$ cat src/rtl/pong_pkg.sv
// Shared Pong timing constants used by the datapath and the controller bench.
package pong_pkg;

   localparam int CNT_W          = 26;
   localparam int MAX_PERIOD_DEF = 25_000_000;
   localparam int MIN_PERIOD_DEF = 2_500_000;

endpackage

$ cat src/rtl/tick_timer_period_calc.sv
// Next tick period after one speed-up step, clamped to the floor.
module tick_period_calc #(
   parameter int CNT_W      = 26,
   parameter int MIN_PERIOD = 2_500_000,
   parameter int STEP_SHIFT = 3
) (
   input  logic [CNT_W-1:0] period_i,
   output logic [CNT_W-1:0] nxt_o,
   output logic             changed_o
);

   localparam logic [CNT_W-1:0] MIN_P = CNT_W'(MIN_PERIOD);

   logic [CNT_W-1:0] step;
   logic [CNT_W-1:0] diff;

   always_comb begin
      step = period_i >> STEP_SHIFT;
      if (step == '0) begin
         step = CNT_W'(1);
      end
      diff  = period_i - step;
      nxt_o = (diff < MIN_P) ? MIN_P : diff;
      changed_o = (nxt_o != period_i);
   end

endmodule

$ cat src/rtl/tick_timer.sv
// Game-speed tick generator: down-paced TICK whose period shrinks per return.
module tick_timer #(
   parameter int CNT_W      = pong_pkg::CNT_W,
   parameter int MAX_PERIOD = pong_pkg::MAX_PERIOD_DEF,
   parameter int MIN_PERIOD = pong_pkg::MIN_PERIOD_DEF,
   parameter int STEP_SHIFT = 3,
   parameter int LVL_W      = 4
) (
   input  logic             CLK,
   input  logic             RST,
   input  logic             EN,
   input  logic             MAXTIME,
   input  logic             SETTIME,
   output logic             TICK,
   output logic [CNT_W-1:0] PERIOD,
   output logic [LVL_W-1:0] LEVEL
);

   if (MIN_PERIOD < 2 || MIN_PERIOD > MAX_PERIOD ||
       (longint'(MAX_PERIOD) >> CNT_W) != 0) begin : g_bad_period
      $fatal(1, "tick_timer: illegal MIN/MAX_PERIOD for CNT_W");
   end
   if (STEP_SHIFT < 1) begin : g_bad_shift
      $fatal(1, "tick_timer: STEP_SHIFT must be >= 1");
   end

   localparam logic [CNT_W-1:0] MAX_P = CNT_W'(MAX_PERIOD);

   logic [CNT_W-1:0] period_q, period_d;
   logic [CNT_W-1:0] cnt_q, cnt_d;
   logic [LVL_W-1:0] level_q, level_d;
   logic             tick_q, tick_d;
   logic [CNT_W-1:0] nxt;
   logic             changed;

   tick_period_calc #(
      .CNT_W     (CNT_W),
      .MIN_PERIOD(MIN_PERIOD),
      .STEP_SHIFT(STEP_SHIFT)
   ) u_calc (
      .period_i (period_q),
      .nxt_o    (nxt),
      .changed_o(changed)
   );

   always_comb begin
      period_d = period_q;
      cnt_d    = cnt_q;
      level_d  = level_q;
      tick_d   = 1'b0;
      priority case (1'b1)
         MAXTIME: begin
            period_d = MAX_P;
            cnt_d    = '0;
            level_d  = '0;
         end
         SETTIME: begin
            period_d = nxt;
            cnt_d    = '0;
            if (changed && level_q != '1) begin
               level_d = level_q + LVL_W'(1);
            end
         end
         EN: begin
            if (cnt_q == period_q - CNT_W'(1)) begin
               cnt_d  = '0;
               tick_d = 1'b1;
            end else begin
               cnt_d = cnt_q + CNT_W'(1);
            end
         end
         default: ;
      endcase
   end

   always_ff @(posedge CLK) begin
      if (RST) begin
         period_q <= MAX_P;
         cnt_q    <= '0;
         level_q  <= '0;
         tick_q   <= 1'b0;
      end else begin
         period_q <= period_d;
         cnt_q    <= cnt_d;
         level_q  <= level_d;
         tick_q   <= tick_d;
      end
   end

   assign TICK   = tick_q;
   assign PERIOD = period_q;
   assign LEVEL  = level_q;

endmodule

$ cat config.mk
export PLATFORM = sky130hd
export DESIGN_NAME = tick_timer
export DESIGN_NICKNAME = d
export VERILOG_FILES = /design/src/rtl/pong_pkg.sv /design/src/rtl/tick_timer_period_calc.sv /design/src/rtl/tick_timer.sv
export SDC_FILE = /design/constraint.sdc
export NUM_CORES = 1
export LEC_CHECK = 0
export ABC_CLOCK_PERIOD_IN_PS = 4660
export CAP_MARGIN = 25
export CORE_MARGIN = 5
export CORE_UTILIZATION = 55
export CTS_CLUSTER_DIAMETER = 30
export DETAILED_ROUTE_END_ITERATION = 8
export GPL_TIMING_DRIVEN = 0
export HOLD_SLACK_MARGIN = 0.06
export PLACE_DENSITY = 0.78
export SLEW_MARGIN = 20
export SYNTH_ARGS = -nofsm -noshare
export SYNTH_HDL_FRONTEND = slang
export SYNTH_SLANG_ARGS = --single-unit
$ cat constraint.sdc
create_clock -name CLK -period 4.66 [get_ports CLK]
set_input_delay 0.699 -clock CLK [delete_from_list [all_inputs] [get_ports CLK]]
set_output_delay 0.699 -clock CLK [all_outputs]
set_load 0.005 [all_outputs]
==> reports/qor.csv <==
stage;metric;value;unit
status;status;finished, violations left;
status;failed_checks;setup timing;
detailed_routing;num_vias;6003;
sta;setup_viol;4;
sta;tns;-906;ps
yosys;synth.distinct_cells;82;
setup_path;end_kind;register;
final_layout;drive_gt1_share;17.7;%
floorplanning;die-area;11900;um2
floorplanning;initial_core_util;55.7;%
detailed_routing;vias_per_cell;6.41;
sta;timing.fmax;0.204;GHz
yosys;syn_avg_cell_area;7.42;um2
clock_network;holdBufCountCts;0;
sta;holdWs;501;ps
clock_network;cts_sinks;57;
clock_network;cts_tree;done;
sta;maxSlewViolCount;0;
grt;antenna_found_initial;0;
worst_hold_path;hold_class;register to register;
final_layout;final_cell_mix;84 x nor2_1, 61 x nand2_1, 50 x a21oi_1;
detailed_routing;drt_iter0_markers;701;
yosys;syn_nets;760;
final_layout;n_antenna_cell;0;
sta;min_period_over_period;105;%
detailed_routing;drc;0;
final_layout;layout_commonest_cell;nor2_1;
sta;slew_headroom;50.7;%
setup_path;cp.required;4870;ps
grt;grt_max_degree;11;
grt;grt_pass1_vias;5791;
yosys;synth_ff_type;dfxtp_1;
setup_path;path_cells;clkbuf_8 > nor4_4 > nand3_2 > nor3_2 > nand4_1 > nand2b_1 > ha_2 > fa_2 > nand2b_4 > a211oi_4 > buf_12 > buf_4 > o2111ai_4 > nand3_2 > xor2_2 > a21oi_1 > o211ai_4 > a311oi_1 > or3_4 > a2111oi_4 > a21oi_4 > xnor2_1 > nor2_1;
setup_path;crit_type;register to register;
power_and_ir_drop;p_total;1.74;mW
detailed_routing;ant_nets;0;
floorplanning;die_h;109;um
detailed_routing;firstDrtPassIters;7;
power_and_ir_drop;vdd_ir_drop_max;0.206;mV
floorplanning;fp.dieW;109;um
yosys;ys_seq_area_share;21.1;%
power_and_ir_drop;p_leak;2.49;nW
yosys;synth-edff-count;0;
place;portBuffers;35;
power_and_ir_drop;power.density;257;nW/um2
yosys;netlist_instances;727;
detailed_routing;wl_per_cell;19.7;um
clock_network;htree_levels;3;
floorplanning;num_rows;36;
final_layout;layout.nets;833;
clock_network;cts_made_buffers;9;
setup_path;max_stage_delay;410;ps
place;gp_congestion;0.950;
setup_path;worst-path-buf-inv;3;
grt;grt_pass1_wl;29000;um
grt;grtUsageTotal;31.3;%
yosys;syn_area;5400;um2
setup_path;critPathLaunchType;register;
place;hpwl;13600;um
final_layout;syn_to_final_growth;25.6;%
sta;min_period;4900;ps
setup_path;cp_max_fo;7;
final_layout;utilization;70.0;%
detailed_routing;routed_wl;18400;um
floorplanning;core;9680;um2
clock_network;clkTransAtPathRegs;70;ps
clock_network;clock_path_buffers;2;
sta;hold_viol;0;
flow_run;max_cap_viol_count;0;
sta;skew;9.21;ps
sta;worst_slack;-241;ps
setup_path;arrival;5110;ps
setup_path;slowest_stage;or3_4;
setup_path;cp_top_family;simple AND/OR/NAND/NOR gates;
sta;rsz0062_at_grt;yes;
yosys;synth_seq_cells;57;
clock_network;worstSkewPairLatency;340;ps
grt;grt_remaining_overflow;0;
yosys;yosys_warnings;0;
yosys;synthArstFlopShare;0;%
floorplanning;ios;36;
clock_network;cts_root_buffer;clkbuf_8;
sta;tightest_slew;732;ps
setup_path;crit_top_cell;nand3_2;
## worst paths after layout
| kind | endpoint | from | cells past startpoint | slack, ps |
|---|---|---|---|---|
| max | LEVEL[0] | PERIOD[12] | 23 | -240 |
| min reg2reg | LEVEL[3] | LEVEL[3] | 2 | 500 |
| max reg2reg | LEVEL[0] | PERIOD[12] | 23 | -240 |
| min | LEVEL[3] | LEVEL[3] | 2 | 500 |
## flip-flops by register name (all words and copies together) (netlist names)
name and flops:
PERIOD 26, LEVEL 4, TICK 1, cnt_q 26
## area by class of cell
| cell class | count | area [um2] |
|---|---|---|
| clock inverter | 2 | 60.1 |
| clock buffer | 13 | 169 |
| buffer | 38 | 287 |
| timing repair buffer | 62 | 566 |
| fill | 807 | 2900 |
| tap | 133 | 166 |
| sequential | 57 | 1160 |
| inverter | 37 | 143 |
| multi-input combinational | 595 | 4230 |
## per-stage QoR
step / cell area, um2 / instances / setup slack, ps
6_report: 6780 / 937 / -241
5_1_grt: 6780 / 937 / -355
3_3_place_gp: 5920 / 895 / -1100
4_1_cts: 6660 / 931 / -77.9
3_5_place_dp: 5920 / 895 / -1110
2_1_floorplan: 5400 / 727 / 4.31
## where the power goes
part	internal, mW	switching (mW)	total, mW
registers	0.500	0.0223	0.523
clock network	0.343	0.207	0.549
logic	0.273	0.398	0.671
total	1.12	0.627	1.74
## what timing repair did
| item | CTS | global route |
|---|---|---|
| endpoints found under the setup margin | 23 | 4 |
| setup buffers | 22 | 7 |
| pin swaps | 25 | 11 |
| resized for setup | 79 | 13 |
## cell usage after synthesis (9+ instances only)
library cell	number	area share (%)
dfxtp_1	57	21
a31oi_1	9	1.0
o211ai_1	11	1.5
inv_1	36	2.5
nor2_1	85	5.9
nand4_1	19	2.2
and3_1	12	1.4
ha_1	27	6.3
a21oi_1	52	4.8
o21ai_0	39	3.6
clkbuf_1	23	1.6
nand2_1	61	4.2
xnor2_1	50	8.1
xor2_1	32	5.2
nand3_1	26	2.4
nor3_1	26	2.4
a21o_1	12	1.7
nor4_1	10	1.2
## metal layers
layer	share of wire (%)	GRT usage [%]
met3	9.1	6.75
met4	4.9	19.0
met5	0	0
met1	40	37.9
met2	46	50.5
## worst register-to-register path, cell delays in order, from the launching register on
cell	delay, ps
dfxtp_2	340
clkbuf_8	170
nor4_4	300
nand3_2	120
nor3_2	130
nand4_1	140
nand2b_1	120
ha_2	210
fa_2	220
nand2b_4	140
a211oi_4	70
buf_12	150
buf_4	140
o2111ai_4	290
nand3_2	170
xor2_2	300
a21oi_1	130
o211ai_4	340
a311oi_1	100
or3_4	410
a2111oi_4	410
a21oi_4	140
xnor2_1	180
nor2_1	50
## cell families (layout without fill, tap and decap cells)
group | count (synthesis) | after routing | synth area share [%]
XOR/XNOR | 84 | 84 | 14.0
flip-flops | 57 | 57 | 21.1
AO/OA/AOI/OAI | 201 | 201 | 25.8
buffers and inverters | 75 | 152 | 6.35
AND/OR/NAND/NOR | 278 | 278 | 25.3
adder cells (fa/ha/maj) | 28 | 28 | 6.63
multiplexers | 4 | 4 | 0.765
(Power assumes the default switching activity.)
